**config.mk**
```make
export PLATFORM = sky130hd
export DESIGN_NAME = control_sequencer_flat
export DESIGN_NICKNAME = d
export VERILOG_FILES = /design/src/rtl/control_sequencer_if.sv /design/src/rtl/control_sequencer.sv /design/src/flat_wrapper.sv
export SDC_FILE = /design/constraint.sdc
export NUM_CORES = 1
export LEC_CHECK = 0
export BUFFER_PORTS_ARGS = -buffer_cell sky130_fd_sc_hd__buf_2
export CORE_MARGIN = 10
export CORE_UTILIZATION = 46
export CTS_CLUSTER_SIZE = 10
export DETAILED_ROUTE_END_ITERATION = 7
export PLACE_DENSITY = 0.74
export SYNTH_ARGS = -nofsm -noshare
export SYNTH_HDL_FRONTEND = slang
export SYNTH_SLANG_ARGS = --single-unit
export TNS_END_PERCENT = 100
```
**constraint.sdc**
```tcl
create_clock -name clk -period 1.8 [get_ports clk]
set_input_delay 0.18 -clock clk [delete_from_list [all_inputs] [get_ports clk]]
set_output_delay 0.18 -clock clk [all_outputs]
set_load 0.03 [all_outputs]
```
**src/rtl/control_sequencer_if.sv**
```systemverilog
`default_nettype none
// -----------------------------------------------------------------------------
// Module   : control_sequencer_if
// Brief    : Instruction handshake, memory handshake and datapath control
//            bundle between the control_sequencer and its environment.
// Revision : 1.0  initial release
// -----------------------------------------------------------------------------
interface control_sequencer_if #(
  parameter int OPC_W    = 3,
  parameter int ALU_OP_W = 4,
  parameter int CNT_W    = 8
);
  logic                instr_valid;
  logic                instr_ready;
  logic [OPC_W-1:0]    opcode;
  logic                mem_ready;
  logic                R;
  logic                W;
  logic                demux;
  logic [ALU_OP_W-1:0] op;
  logic                WE;
  logic                done;
  logic                err;
  logic [CNT_W-1:0]    instr_cnt;

  // Environment side: issues opcodes and answers memory requests
  modport master (
    output instr_valid, opcode, mem_ready,
    input  instr_ready, R, W, demux, op, WE, done, err, instr_cnt
  );

  // Sequencer side
  modport slave (
    input  instr_valid, opcode, mem_ready,
    output instr_ready, R, W, demux, op, WE, done, err, instr_cnt
  );
endinterface
`default_nettype wire

```
**src/rtl/control_sequencer.sv**
```systemverilog
`default_nettype none
// -----------------------------------------------------------------------------
// Module   : control_sequencer
// Brief    : Multi-cycle control sequencer for the Jericalla datapath.
//            IDLE -> DECODE -> EXEC | MEM | ERR -> IDLE. Drives R/W/demux/op/WE,
//            pulses done on retirement and err on an illegal opcode.
//            Optional feature macro: MEM_TIMEOUT_EN (bounds the MEM wait to
//            TIMEOUT_CYC cycles, then reports err).
// Revision : 1.0  initial release
// -----------------------------------------------------------------------------
module control_sequencer #(
  parameter int OPC_W       = 3,
  parameter int ALU_OP_W    = 4,
  parameter int CNT_W       = 8
`ifdef MEM_TIMEOUT_EN
  ,
  parameter int TIMEOUT_CYC = 15
`endif
) (
  input  wire logic          clk,
  input  wire logic          rst_n,
  control_sequencer_if.slave bus
);

  typedef enum logic [2:0] {
    S_IDLE   = 3'd0,
    S_DECODE = 3'd1,
    S_EXEC   = 3'd2,
    S_MEM    = 3'd3,
    S_ERR    = 3'd4
  } state_t;

  localparam logic [OPC_W-1:0]    OPC_ADD   = OPC_W'(0);
  localparam logic [OPC_W-1:0]    OPC_SUB   = OPC_W'(1);
  localparam logic [OPC_W-1:0]    OPC_SLT   = OPC_W'(2);
  localparam logic [OPC_W-1:0]    OPC_STORE = OPC_W'(3);
  localparam logic [OPC_W-1:0]    OPC_LOAD  = OPC_W'(4);

  localparam logic [ALU_OP_W-1:0] ALU_ADD   = ALU_OP_W'(4'b0010);
  localparam logic [ALU_OP_W-1:0] ALU_SUB   = ALU_OP_W'(4'b0110);
  localparam logic [ALU_OP_W-1:0] ALU_SLT   = ALU_OP_W'(4'b0111);
  localparam logic [ALU_OP_W-1:0] ALU_MEM   = ALU_OP_W'(4'b0000);
  localparam logic [ALU_OP_W-1:0] ALU_NONE  = ALU_OP_W'(4'b1111);

  state_t              state_q, state_d;
  logic [OPC_W-1:0]    opc_q, opc_d;
  logic [CNT_W-1:0]    cnt_q, cnt_d;
  logic                r_q, r_d;
  logic                w_q, w_d;
  logic                demux_q, demux_d;
  logic                we_q, we_d;
  logic                done_q, done_d;
  logic                err_q, err_d;
  logic [ALU_OP_W-1:0] op_q, op_d;
  logic                mem_done;

`ifdef MEM_TIMEOUT_EN
  localparam int WAIT_W = $clog2(TIMEOUT_CYC + 1);
  logic [WAIT_W-1:0]   wait_q, wait_d;
`endif

  // ALU field for a latched opcode; memory ops run the ALU idle-add code 0000
  function automatic logic [ALU_OP_W-1:0] decode_op(input logic [OPC_W-1:0] opc);
    case (opc)
      OPC_ADD:             decode_op = ALU_ADD;
      OPC_SUB:             decode_op = ALU_SUB;
      OPC_SLT:             decode_op = ALU_SLT;
      OPC_STORE, OPC_LOAD: decode_op = ALU_MEM;
      default:             decode_op = ALU_NONE;
    endcase
  endfunction

  // A memory access completes in whichever MEM cycle sees mem_ready
  assign mem_done = (state_q == S_MEM) && bus.mem_ready;

  // Next state, latched opcode, retirement counter and wait counter
  always_comb begin
    state_d = state_q;
    opc_d   = opc_q;
    cnt_d   = cnt_q + CNT_W'(done_q | mem_done);
`ifdef MEM_TIMEOUT_EN
    wait_d  = wait_q;
`endif
    case (state_q)
      S_IDLE: begin
        if (bus.instr_valid) begin
          opc_d   = bus.opcode;
          state_d = S_DECODE;
        end
      end
      S_DECODE: begin
`ifdef MEM_TIMEOUT_EN
        wait_d = '0;
`endif
        if (opc_q <= OPC_SLT)                           state_d = S_EXEC;
        else if (opc_q == OPC_STORE || opc_q == OPC_LOAD) state_d = S_MEM;
        else                                            state_d = S_ERR;
      end
      S_EXEC: state_d = S_IDLE;
      S_MEM: begin
        if (bus.mem_ready) begin
          state_d = S_IDLE;
        end
`ifdef MEM_TIMEOUT_EN
        // The last permitted wait cycle has elapsed without mem_ready
        else if (wait_q == WAIT_W'(TIMEOUT_CYC - 1)) begin
          state_d = S_ERR;
        end else begin
          wait_d = wait_q + WAIT_W'(1);
        end
`endif
      end
      S_ERR:   state_d = S_IDLE;
      default: state_d = S_IDLE;
    endcase
  end

  // Output values for the state being entered, so they are registered
  always_comb begin
    r_d     = 1'b0;
    w_d     = 1'b0;
    demux_d = 1'b0;
    we_d    = 1'b0;
    done_d  = 1'b0;
    err_d   = 1'b0;
    op_d    = ALU_NONE;
    case (state_d)
      S_DECODE: op_d = decode_op(opc_d);
      S_EXEC: begin
        we_d   = 1'b1;
        done_d = 1'b1;
        op_d   = decode_op(opc_d);
      end
      S_MEM: begin
        demux_d = 1'b1;
        op_d    = ALU_MEM;
        w_d     = (opc_d == OPC_STORE);
        r_d     = (opc_d == OPC_LOAD);
      end
      S_ERR:   err_d = 1'b1;
      default: ;
    endcase
  end

  // State and output registers; reset lands directly on the IDLE output values
  always_ff @(posedge clk or negedge rst_n) begin
    if (!rst_n) begin
      state_q <= S_IDLE;
      opc_q   <= '0;
      cnt_q   <= '0;
      r_q     <= 1'b0;
      w_q     <= 1'b0;
      demux_q <= 1'b0;
      we_q    <= 1'b0;
      done_q  <= 1'b0;
      err_q   <= 1'b0;
      op_q    <= ALU_NONE;
    end else begin
      state_q <= state_d;
      opc_q   <= opc_d;
      cnt_q   <= cnt_d;
      r_q     <= r_d;
      w_q     <= w_d;
      demux_q <= demux_d;
      we_q    <= we_d;
      done_q  <= done_d;
      err_q   <= err_d;
      op_q    <= op_d;
    end
  end

`ifdef MEM_TIMEOUT_EN
  // MEM wait-cycle counter, cleared on every MEM entry
  always_ff @(posedge clk or negedge rst_n) begin
    if (!rst_n) wait_q <= '0;
    else        wait_q <= wait_d;
  end
`endif

  assign bus.instr_ready = (state_q == S_IDLE);
  assign bus.R           = r_q;
  assign bus.W           = w_q;
  assign bus.demux       = demux_q;
  assign bus.op          = op_q;
  // Load write-back happens in the completion cycle only
  assign bus.WE          = we_q | (r_q & mem_done);
  assign bus.done        = done_q | mem_done;
  assign bus.err         = err_q;
  assign bus.instr_cnt   = cnt_q;

endmodule
`default_nettype wire

```
**src/flat_wrapper.sv**
```systemverilog
// flat-port wrapper written by rule: the top's interface ports become plain ports
module control_sequencer_flat 
#(
  parameter int OPC_W       = 3,
  parameter int ALU_OP_W    = 4,
  parameter int CNT_W       = 8

)
  (clk, rst_n, bus_instr_valid, bus_opcode, bus_mem_ready, bus_instr_ready, bus_R, bus_W, bus_demux, bus_op, bus_WE, bus_done, bus_err, bus_instr_cnt);
  control_sequencer_if #(.OPC_W(OPC_W), .ALU_OP_W(ALU_OP_W), .CNT_W(CNT_W)) bus_i ();
  input  wire logic clk;
  input  wire logic rst_n;
  input wire logic [$bits(bus_i.instr_valid)-1:0] bus_instr_valid;
  input wire logic [$bits(bus_i.opcode)-1:0] bus_opcode;
  input wire logic [$bits(bus_i.mem_ready)-1:0] bus_mem_ready;
  output wire logic [$bits(bus_i.instr_ready)-1:0] bus_instr_ready;
  output wire logic [$bits(bus_i.R)-1:0] bus_R;
  output wire logic [$bits(bus_i.W)-1:0] bus_W;
  output wire logic [$bits(bus_i.demux)-1:0] bus_demux;
  output wire logic [$bits(bus_i.op)-1:0] bus_op;
  output wire logic [$bits(bus_i.WE)-1:0] bus_WE;
  output wire logic [$bits(bus_i.done)-1:0] bus_done;
  output wire logic [$bits(bus_i.err)-1:0] bus_err;
  output wire logic [$bits(bus_i.instr_cnt)-1:0] bus_instr_cnt;
  assign bus_i.instr_valid = bus_instr_valid;
  assign bus_i.opcode = bus_opcode;
  assign bus_i.mem_ready = bus_mem_ready;
  assign bus_instr_ready = bus_i.instr_ready;
  assign bus_R = bus_i.R;
  assign bus_W = bus_i.W;
  assign bus_demux = bus_i.demux;
  assign bus_op = bus_i.op;
  assign bus_WE = bus_i.WE;
  assign bus_done = bus_i.done;
  assign bus_err = bus_i.err;
  assign bus_instr_cnt = bus_i.instr_cnt;
  control_sequencer #(.OPC_W(OPC_W), .ALU_OP_W(ALU_OP_W), .CNT_W(CNT_W)) u_core (.clk(clk), .rst_n(rst_n), .bus(bus_i));
endmodule
```
==> metrics.md, run 1 <==
| Metric | Value |
|---|---|
| Pre-Repair DR Iteration Count | `3` |
| CP endpoint kind | `flop` |
| Number of antenna violations at the first check in global routing | `0` |
| Total track usage | `0.0971` |
| Die extent in y | `67.2 µm` |
| DIE WIDTH | `67.2 µm` |
| Area delta synth->final | `25.8%` |
| Sequential-to-total area share from yosys stat | `0.567` |
| Die Area | `4520 µm²` |
| First-pass GRT wire length | `3.43 mm` |
| Max-slew headroom | `0.662` |
| Hold Fails Final Rpt | `0` |
| First DRT Iteration DRCs | `32` |
| Endpoints failing setup | `0` |
| Post-synth EDFFs | `0` |
| Row cnt | `17` |
| Cell with the most instances after synthesis | `dfrtp_1` |
| Post-Syn Nets | `96` |
| VDD IR max | `0.859 mV` |
| Syn_area_per_cell | `11.8 µm²` |
| # port buffers | `25` |
| Fmax | `596 MHz` |
| RePlAce Congestion | `0.766` |
| Post-DP HPWL | `1.61 mm` |
| RSZ-0062 raised after global routing | `no` |
| H-tree levels | `1` |
| Crit path max-delay family | `simple AND/OR/NAND/NOR gates` |
| Pins Over Slew Limit | `0` |
| DRT Wirelength | `2.01 mm` |
| CTS Buf Count | `3` |
| Top cell type's share of synthesized area | `0.464` |
| Post-synthesis async set-or-reset flop share | `1.00` |
| Via/cell ratio | `4.87` |
| Power consumption | `2280 µW` |
| Ant diodes | `0` |
| Crit path cell chain | `and2b_2 -> a31o_4 -> ha_4 -> ha_1 -> nand3_1 -> nor2_2 -> xor2_1` |
| CP bufs+invs | `0` |
| Starting Density | `0.472` |
| Worst-skew pair later-pin latency | `0.30 ns` |
| Mapped Area | `1020 µm²` |
| Status | `completed` |
| Core Region | `2170 µm²` |
| Vias in the first global route | `750` |
| Actual slew at the worst max-slew pin | `0.507 ns` |
| Power per cell area | `1770 nW/µm²` |
| Clock skew | `0.00732 ns` |
| Kind of critical path | `reg2reg` |
| Layout Nets | `133` |
| Largest net degree at the start of global routing | `24` |
| CP Data Required Time | `1.99 ns` |
| Hold crit path type | `in2reg` |
| Longest Clk Path Bufs | `2` |
| Drc violations | `0` |
| Crit-path max cell delay | `0.42 ns` |
| Number of distinct library cells after synthesis | `29` |
| Final period util | `0.932` |
| Ys Warns | `0` |
| CP Launch Type | `flop` |
| Max-cap violations | `0` |
| Top-Level Pins | `26` |
| Area contributors post-synth | `dfrtp_1 (46%), dfstp_2 (10%), nand2_1 (5.9%)` |
| CTS tree | `done` |
| Post-Synthesis Cells | `87` |
| Crit-path slowest cell | `dfrtp_1` |
| Aggregate global routing overflow | `0` |
| Clk Tree Root Cell | `clkbuf_4` |
| Most used flip-flop cell after synthesis | `dfrtp_1` |
| Minimum clock period | `1.68 ns` |
| Top post-synthesis cells by count | `dfrtp_1 (19), nand2_1 (16), nor2_1 (6), nand3_1 (5)` |
| P_leak | `0.000664 µW` |
| Routed via count | `736` |
| Seq cells post-synth | `23` |
| DR WL/cell | `13.3 µm` |
| Routed Antenna Nets | `0` |
| TNS Setup | `0 ns` |
| Layout cells sized above 1 | `0.398` |
| Crit-path max FO | `4` |
| Worst-path clk slew | `0.12 ns` |
| WP data arrival | `1.87 ns` |
| Post-synth top area cell | `dfrtp_1` |
| CTS Sinks | `23` |
[path summary, 6_finish.rpt]
check,cells past startpoint,slack (ns),end,startpoint
min reg2reg,1,0.49,u_core.bus.instr_cnt[7],u_core.bus.instr_cnt[7]
min,3,0.10,u_core.opc_q[1],bus_opcode[1]
max reg2reg,7,0.12,u_core.bus.instr_cnt[6],u_core.state_q[0]
max in group asynchronous,2,1.06,u_core.bus.op[0],rst_n
max,7,0.12,u_core.bus.instr_cnt[6],u_core.state_q[0]
min in group asynchronous,2,0.37,u_core.bus.instr_cnt[1],rst_n
[area by class of cell]
class,instances,area (µm²)
flip-flops and latches,23,581
repair buffers,33,188
inverters,3,11.3
multi-input cells,60,448
clock buffers,4,26.3
fillers,196,881
well taps,28,35.0
[cell usage in the layout, fill, tap and decap left out, types with 2 or more instances in the layout]
cell       n
xnor2_1    4
mux2i_1    3
nor4b_1    2
dfstp_2    4
o21ai_0    3
nand3_1    5
clkbuf_4   3
and3b_1    2
nand2_1   16
xor2_1     2
inv_1      3
dfrtp_1   19
buf_4      7
buf_2     25
nor2_1     5
[metal layers]
| metal | track usage | vias up | part of all wire |
|---|---|---|---|
| met2 | 0.154 | 20 | 0.47 |
| met5 | 0 | - | 0 |
| met1 | 0.115 | 345 | 0.42 |
| li1 | - | 369 | - |
| met4 | 0.0385 | 0 | 0.0080 |
| met3 | 0.0397 | 2 | 0.10 |
[power breakdown]
part / total (µW) / internal, µW / switching, µW
Combinational: 1170 / 459 / 712
Clock: 224 / 86.1 / 138
Sequential: 887 / 724 / 164
[registers in the layout (all words and copies together) (netlist names)]
signal	cells
u_core.bus.R	1
u_core.bus.instr_cnt	8
u_core.bus.demux	1
u_core.bus.W	1
u_core.state_q	3
u_core.we_q	1
u_core.opc_q	3
u_core.bus.op	4
u_core.bus.err	1
[worst register-to-register path, delay by kind of cell, from the launching register on]
kind	cells	cell delay (ns)
AO/OA/AOI/OAI	1	0.24
XOR/XNOR	1	0.14
adder cells (fa/ha/maj)	2	0.35
flip-flops	1	0.42
AND/OR/NAND/NOR	3	0.43
[kinds of logic (layout without fill, tap and decap cells)]
kind of cell	count (synthesis)	count (layout)	share of synthesized area
AOI/OAI and AO/OA	8	8	0.0696
xor gates and xnor gates	6	6	0.0513
DFF	23	23	0.567
and+or+nand+nor	39	39	0.211
adders and majority gates	2	2	0.0244
buffers and inverters	4	40	0.0220
muxes	5	5	0.0549
[stage by stage]
| step | instances | setup WS [ns] | hold WS, ns | area (µm²) | util |
|---|---|---|---|---|---|
| final | 151 | 0.122 | 0.105 | 1290 | 0.594 |
| after global routing | 151 | 0.0266 | 0.101 | 1290 | 0.594 |
| after CTS | 148 | 0.0632 | 0.0999 | 1260 | 0.582 |
| after detailed placement | 143 | 0.0975 | 0.176 | 1230 | 0.566 |
| after global placement | 143 | 0.113 | 0.169 | 1230 | 0.566 |
| after floorplan | 87 | 0.0196 | -0.116 | 1050 | - |
[what timing repair did]
action                     in CTS  in global routing
hold endpoints to repair       19                  0
hold buffers                    1                  0
setup endpoints to repair       0                  2
gates resized for setup         0                  1
buffers inserted                0                  3
No activity file was read; power rests on OpenSTA's default activity.
==> inputs of run 2 (changes only) <==
--- a/config.mk
+++ b/config.mk
@@ -6,11 +6,14 @@
 export NUM_CORES = 1
 export LEC_CHECK = 0
 export BUFFER_PORTS_ARGS = -buffer_cell sky130_fd_sc_hd__buf_2
+export CELL_PAD_IN_SITES_DETAIL_PLACEMENT = 0
+export CELL_PAD_IN_SITES_GLOBAL_PLACEMENT = 2
 export CORE_MARGIN = 10
-export CORE_UTILIZATION = 46
+export CORE_UTILIZATION = 29
 export CTS_CLUSTER_SIZE = 10
 export DETAILED_ROUTE_END_ITERATION = 7
-export PLACE_DENSITY = 0.74
+export HOLD_SLACK_MARGIN = 0.15
+export PLACE_DENSITY = 0.73
 export SYNTH_ARGS = -nofsm -noshare
 export SYNTH_HDL_FRONTEND = slang
 export SYNTH_SLANG_ARGS = --single-unit
==> run 2 against run 1 <==
First-iteration DRC count is 25% lower. Final cell count up 12%. Total power fell by 0.88%. Register-to-register slack about the same. Routed wire length rose by 8.8%. Clock-buffer cell count unchanged.
==> metrics.md, run 2 (synthesis gave the netlist of run 1 again) <==
| Metric | Value |
|---|---|
| Status | `completed` |
| Vias in the first global route | `837 (+12%)` |
| Clock skew | `0.00242 ns (-0.00490 ns)` |
| Post-Place Cells | `161 (+13%)` |
| Area delta synth->final | `28.4%` |
| Crit-path slowest cell | `dfrtp_1` |
| Aggregate global routing overflow | `0 (unchanged)` |
| Post-CTS setup buffer count | `0 (unchanged)` |
| Most common cell after layout, fill and taps aside | `buf_2` |
| RePlAce Congestion | `0.708 (-7.5%)` |
| Worst-skew pair later-pin latency | `0.30 ns (about the same)` |
| CTS Sinks | `23 (unchanged)` |
| Largest register FFs | `8 (unchanged)` |
| First-pass GRT wire length | `3.83 mm (+12%)` |
| Most frequent cells in the layout | `buf_2 (25), dfrtp_1 (19), nand2_1 (16)` |
| Row cnt | `21 (+4)` |
| Hold crit path type | `in2reg` |
| Crit path cell chain | `and2b_2 -> a31o_4 -> ha_4 -> ha_1 -> nand3_1 -> nor2_1 -> xor2_1` |
| Crit-path max cell delay | `0.43 ns (about the same)` |
| Power per cell area | `1720 nW/µm² (-3.0%)` |
| RSZ-0062 raised after global routing | `no` |
| Longest Clk Path Bufs | `2 (unchanged)` |
| Cell area after layout | `1320 µm² (+2.1%)` |
| Layout Nets | `133 (unchanged)` |
| Power consumption | `2260 µW (-0.88%)` |
| P_leak | `0.000662 µW (-0.43%)` |
| First DRT Iteration DRCs | `24 (-25%)` |
| CTS tree | `done` |
| Fill count | `348 (+78%)` |
| Clk Tree Root Cell | `clkbuf_4` |
| Starting Density | `0.305 (-0.168)` |
| Worst-path clk slew | `0.13 ns (about the same)` |
| Routed via count | `753 (+2.3%)` |
| Drc violations | `0 (unchanged)` |
| Layout cells sized above 1 | `0.366 (-0.0325)` |
| Total track usage | `0.0740 (-0.0232)` |
| WP data arrival | `1.89 ns (+0.02 ns)` |
| Pre-Repair DR Iteration Count | `2 (-1)` |
| Core Region | `3360 µm² (+55%)` |
| Post-DP HPWL | `1.75 mm (+8.6%)` |
| DIE WIDTH | `79.4 µm (+18%)` |
| H-tree levels | `1 (unchanged)` |
| Crit-path max FO | `3 (-1)` |
| Ant diodes | `0 (unchanged)` |
| Post-CTS Resized | `0 (unchanged)` |
| CP endpoint kind | `flop` |
| DR WL/cell | `12.9 µm (-2.8%)` |
| # port buffers | `25 (unchanged)` |
| CTS Buf Count | `3 (unchanged)` |
| Die extent in y | `79.4 µm (+18%)` |
| Actual slew at the worst max-slew pin | `0.507 ns (+0.000277 ns)` |
| Top-Level Pins | `26 (unchanged)` |
| Register Area | `581 µm² (unchanged)` |
| VDD IR max | `0.478 mV (-44%)` |
| Via/cell ratio | `4.46 (-8.6%)` |
| Largest net degree at the start of global routing | `24 (unchanged)` |
| Endpoints failing setup | `0 (unchanged)` |
| TNS Setup | `0 ns (unchanged)` |
| CP Data Required Time | `2.01 ns (+0.02 ns)` |
| Fmax | `593 MHz (-0.49%)` |
| Max-cap violations | `0 (unchanged)` |
| Post-place instance area | `1250 µm² (+1.8%)` |
| Routed Antenna Nets | `0 (unchanged)` |
| CP Launch Type | `flop` |
| Die Area | `6310 µm² (+40%)` |
| Kind of critical path | `reg2reg` |
| Hold Fails Final Rpt | `0 (unchanged)` |
| DRT Wirelength | `2.18 mm (+8.8%)` |
| Final period util | `0.937 (+0.00459)` |
| Minimum clock period | `1.69 ns (+0.00825 ns)` |
| Number of antenna violations at the first check in global routing | `0 (unchanged)` |
| Multi-input combinational cell area | `445 µm² (-0.56%)` |
| Pins Over Slew Limit | `0 (unchanged)` |
| Max-slew headroom | `0.662 (about the same)` |
| Finished Layout Cells | `169 (+12%)` |
==> run 2: cell types whose count changed in the layout (fill, tap and decap cells not counted) <==
cell           before  now
nor2_1              5    6
buf_4               7    4
nor2_2              1    0
dlygate4sd3_1       1    4
==> run 2: routing by layer <==
| metal | vias up | part of all wire | track usage |
|---|---|---|---|
| li1 | 370 | - | - |
| met1 | 364 | 0.42 | 0.0814 |
| met2 | 19 | 0.49 | 0.127 |
| met3 | 0 | 0.083 | 0.0304 |
| met4 | 0 | 0 | 0.0215 |
| met5 | - | 0 | 0 |
==> run 2: worst paths after layout <==
kind,start,end,slack [ns],depth (start not counted)
setup / recovery,u_core.state_q[2],u_core.bus.instr_cnt[6],0.11,7
hold / removal,bus_instr_valid,u_core.state_q[0],0.21,3
setup reg to reg,u_core.state_q[2],u_core.bus.instr_cnt[6],0.11,7
hold reg to reg,u_core.bus.instr_cnt[7],u_core.bus.instr_cnt[7],0.50,1
max in group asynchronous,rst_n,u_core.bus.op[2],1.08,2
min in group asynchronous,rst_n,u_core.bus.instr_cnt[2],0.36,2
==> run 2: area by class of cell <==
| cell class | count | share of cell area |
|---|---|---|
| flip-flops and latches | 23 | 0.441 |
| inverters | 3 | 0.00856 |
| repair buffers | 33 | 0.148 |
| clock buffers | 4 | 0.0200 |
| well taps | 46 | 0.0437 |
| multi-input cells | 60 | 0.338 |
==> run 2: repair_timing <==
action | 4_1_cts | 5_1_grt
hold buffers | 4 | 0
hold endpoints to repair | 22 | 0
endpoints found under the setup margin | 0 | 0
==> run 2: report_power, final <==
part           switching (µW)  internal (µW)
clock network             158           86.3
logic                     701            425
registers                 168            724
total                    1030           1240
==> run 2: critical path: cells and delay by family, from the launching register on <==
kind / cells / cell delay [ns]
AOI/OAI and AO/OA: 1 / 0.23
xor gates and xnor gates: 1 / 0.14
adders and majority gates: 2 / 0.35
DFF: 1 / 0.43
and+or+nand+nor: 3 / 0.44
==> run 2: per-stage QoR <==
stage / setup slack (ns) / util / hold WS, ns
3_3_place_gp: 0.131 / 0.372 / 0.181
5_1_grt: 0.0129 / 0.391 / 0.218
6_report: 0.114 / 0.391 / 0.211
3_5_place_dp: 0.127 / 0.372 / 0.189
4_1_cts: 0.100 / 0.391 / 0.207
2_1_floorplan: 0.0196 / - / -0.116
==> inputs of run 3 (changes only) <==
--- a/config.mk
+++ b/config.mk
@@ -5,11 +5,13 @@
 export SDC_FILE = /design/constraint.sdc
 export NUM_CORES = 1
 export LEC_CHECK = 0
+export ABC_AREA = 1
 export BUFFER_PORTS_ARGS = -buffer_cell sky130_fd_sc_hd__buf_2
+export CAP_MARGIN = 40
 export CELL_PAD_IN_SITES_DETAIL_PLACEMENT = 0
 export CELL_PAD_IN_SITES_GLOBAL_PLACEMENT = 2
 export CORE_MARGIN = 10
-export CORE_UTILIZATION = 29
+export CORE_UTILIZATION = 28
 export CTS_CLUSTER_SIZE = 10
 export DETAILED_ROUTE_END_ITERATION = 7
 export HOLD_SLACK_MARGIN = 0.15
==> run 3 against run 2 <==
Flip-flop and latch count unchanged. Critical endpoint unchanged. Largest power group unchanged. Final cell count increased by 12%. Clock power increased by 32%. Critical path type unchanged. Combinational power increased by 5%. First-iteration DRC count decreased by 54%. Highest routed layer is now met4. Synthesized cell count increased by 29%. Global-route usage increased by 0.35 points.
==> metrics.md, run 3 <==
| Metric | Value |
|---|---|
| Routed Antenna Nets | `0 (unchanged)` |
| Sw Share | `0.479 (+0.0252)` |
| Post-synth top area cell | `dfrtp_1` |
| Worst reg2reg setup slack | `0.19 ns (+0.07 ns)` |
| Max-slew headroom | `0.663 (+0.000839)` |
| Minimum clock period | `1.61 ns (-0.0733 ns)` |
| DR WL/cell | `12.8 µm (-0.91%)` |
| Seq pwr share | `0.363 (-0.031)` |
| Die Area | `6800 µm² (+7.7%)` |
| H-tree levels | `1 (unchanged)` |
| Drc violations | `0 (unchanged)` |
| Total track usage | `0.0775 (+0.00353)` |
| CTS Sinks | `23 (unchanged)` |
| Adder-Cell Fraction of Synth Area | `0.0229 (-0.00151)` |
| M1 GR Usage | `0.0891 (+0.00764)` |
| Busiest grt layer | `met2` |
| P_leak | `0.000710 µW (+7.4%)` |
| Post-Synthesis Cells | `112 (+29%)` |
| Top post-synthesis cells by count | `nand2_1 (30), dfrtp_1 (19), nand3_1 (11), inv_1 (10), nor2_4 (5)` |
| Core Region | `3720 µm² (+10%)` |
| Cell with the most instances after synthesis | `nand2_1` |
| Crit-path max FO | `3 (unchanged)` |
| Syn_area_per_cell | `9.75 µm² (-17%)` |
| Post-synth EDFFs | `0 (unchanged)` |
| Final core occ | `0.360 (-0.0318)` |
| Aggregate global routing overflow | `0 (unchanged)` |
| Post-synthesis xor/xnor area fraction | `0.0481 (-0.00317)` |
| Status | `completed` |
| Die extent in y | `82.5 µm (+3.8%)` |
| Ys Warns | `0 (unchanged)` |
| RSZ-0062 raised after global routing | `no` |
| Area contributors post-synth | `dfrtp_1 (44%), nand2_1 (10%), dfstp_2 (9.6%)` |
| Layout Nets | `152 (+14%)` |
| Actual slew at the worst max-slew pin | `0.506 ns (-0.00126 ns)` |
| Post-synthesis async set-or-reset flop share | `1.00 (unchanged)` |
| Row cnt | `22 (+4.8%)` |
| Int Power | `1230 µW (about the same)` |
| Seq cells post-synth | `23 (unchanged)` |
| Largest net degree at the start of global routing | `24 (unchanged)` |
| Top-Level Pins | `26 (unchanged)` |
| Most common cell after layout, fill and taps aside | `nand2_1` |
| Ant diodes | `0 (unchanged)` |
| Longest Clk Path Bufs | `2 (unchanged)` |
| Routed via count | `832 (+10%)` |
| Mapped Area | `1090 µm² (+6.6%)` |
| # port buffers | `25 (unchanged)` |
| CTS Buf Count | `3 (unchanged)` |
| Fmax | `620 MHz (+4.5%)` |
| Worst-path clk slew | `0.08 ns (-0.05 ns)` |
| Synth Area in Compound Gates | `0.0412 (-0.0284)` |
| Final period util | `0.896 (-0.0407)` |
| RePlAce Congestion | `0.776 (+9.6%)` |
| Worst R2R Path Depth | `7 (unchanged)` |
| VDD IR max | `0.365 mV (-24%)` |
| Power consumption | `2370 µW (+4.8%)` |
| Post-CTS Resized | `0 (unchanged)` |
| DIE WIDTH | `82.5 µm (+3.8%)` |
| First DRT Iteration DRCs | `11 (-54%)` |
| Crit path to | `u_core.bus.instr_cnt[6]` |
| Layout cells sized above 1 | `0.359 (-0.00670)` |
| FF-to-FF End | `u_core.bus.instr_cnt[6]` |
| CTS tree | `done` |
| TNS Setup | `0 ns (unchanged)` |
| Clock skew | `0.00234 ns (-0.0000855 ns)` |
| Largest register FFs | `8 (unchanged)` |
| Post-Synth Simple-Gate Area | `0.305 (+0.0935)` |
| Most used flip-flop cell after synthesis | `dfrtp_1` |
| Max-cap violations | `0 (unchanged)` |
| Starting Density | `0.294 (-0.0107)` |
| Sequential-to-total area share from yosys stat | `0.532 (-0.0350)` |
| DRT Wirelength | `2.43 mm (+11%)` |
| Hold Fails Final Rpt | `0 (unchanged)` |
| Via/cell ratio | `4.38 (-1.7%)` |
| Met3 Usage GRT | `0.0216 (-0.00881)` |
| CP endpoint kind | `flop` |
| Comb power frac | `0.501 (+0.003)` |
| Area delta synth->final | `22.3%` |
| Post-DP HPWL | `1.96 mm (+12%)` |
| Kind of critical path | `reg2reg` |
| CP Data Required Time | `1.96 ns (-0.05 ns)` |
| Main combinational cell family by area after synthesis | `simple AND/OR/NAND/NOR gates` |
| Pins Over Slew Limit | `0 (unchanged)` |
| Most frequent cells in the layout | `nand2_1 (30), buf_2 (25), dfrtp_1 (19)` |
| Met2 Use GR | `0.126 (-0.00105)` |
| Vias in the first global route | `847 (+1.2%)` |
| Pre-Repair DR Iteration Count | `4 (+2)` |
| CP Launch Type | `flop` |
| Power per cell area | `1770 nW/µm² (+3.2%)` |
| Hold crit path type | `in2reg` |
| Top cell type's share of synthesized area | `0.435 (-0.0287)` |
| Post-Syn Nets | `121 (+26%)` |
| Clk Tree Root Cell | `clkbuf_8` |
| Setup crit start | `u_core.state_q[2]` |
| WP data arrival | `1.77 ns (-0.12 ns)` |
| First-pass GRT wire length | `4.04 mm (+5.4%)` |
| Endpoints failing setup | `0 (unchanged)` |
| FF-to-FF Start | `u_core.state_q[2]` |
| Switching power | `1140 µW (+11%)` |
| Number of antenna violations at the first check in global routing | `0 (unchanged)` |
| Worst-skew pair later-pin latency | `0.26 ns (-0.04 ns)` |
| Number of distinct library cells after synthesis | `25 (-14%)` |
| Multiplexer share of the synthesized area | `0 (-0.0549)` |
| Clock share of power | `0.136 (+0.028)` |
run 3: critical path, cell delays in order (launching register included):
cell and delay (ns):
dfrtp_1 0.42, inv_2 0.10, a41o_2 0.21, ha_1 0.17, ha_1 0.18, nand3_1 0.11
nand3b_1 0.19, xnor2_1 0.13
run 3: area by class of cell:
class | instances | area (µm²)
Clock buffer | 3 | 41.3
Clock inverter | 1 | 5.00
Fill cell | 410 | 2380
Inverter | 13 | 51.3
Multi-Input combinational cell | 75 | 455
Sequential cell | 23 | 581
Tap cell | 48 | 60.1
Timing Repair Buffer | 27 | 143
run 3: worst min path at each step:
| stage | start | cells past startpoint | slack [ns] | end |
|---|---|---|---|---|
| 6_report | bus_mem_ready | 4 | 0.24 | u_core.state_q[1] |
| 5_1_grt | bus_mem_ready | 4 | 0.25 | u_core.state_q[1] |
| 4_1_cts | bus_mem_ready | 4 | 0.23 | u_core.state_q[1] |
| 3_5_place_dp | rst_n | 1 | 0.19 | u_core.state_q[2] |
| 3_3_place_gp | rst_n | 1 | 0.18 | u_core.bus.err |
| 2_1_floorplan | rst_n | 0 | -0.12 | u_core.bus.R |
run 3: power by group through the flow:
| stage | Clock, µW | Combinational [µW] | Sequential [µW] |
|---|---|---|---|
| CTS | 335 | 1210 | 864 |
| finish | 322 | 1190 | 861 |
| floorplan | 0 | 667 | 1070 |
| global route | 351 | 1330 | 891 |
| global placement | 0 | 1190 | 868 |
| detailed placement | 0 | 1210 | 874 |
run 3: what timing repair did:
action,4_1_cts,5_1_grt
hold buffers,1,0
setup buffers,0,0
endpoints found under the hold margin,19,0
run 3: metrics by stage:
step | cell area [µm²] | hold WS (ns) | setup slack [ns] | cells
floorplan | 1090 | -0.116 | 0.101 | 112
global placement | 1280 | 0.175 | 0.218 | 185
detailed placement | 1280 | 0.185 | 0.180 | 185
CTS | 1340 | 0.230 | 0.165 | 190
global route | 1340 | 0.253 | 0.0501 | 190
finish | 1340 | 0.237 | 0.187 | 190
run 3: per-layer routing:
layer  wire length (µm)  vias up
met1               1040      395
met4                 55        0
met2               1170       15
li1                   -      417
met3                158        5
met5                  0        -
run 3: cells by family (layout without fill, tap and decap cells):
family          after synthesis  in the layout
simple gates                 62             62
flops                        23             23
buf+inv                      14             44
xor+xnor                      6              6
compound gates                5              5
fa+ha+maj                     2              2
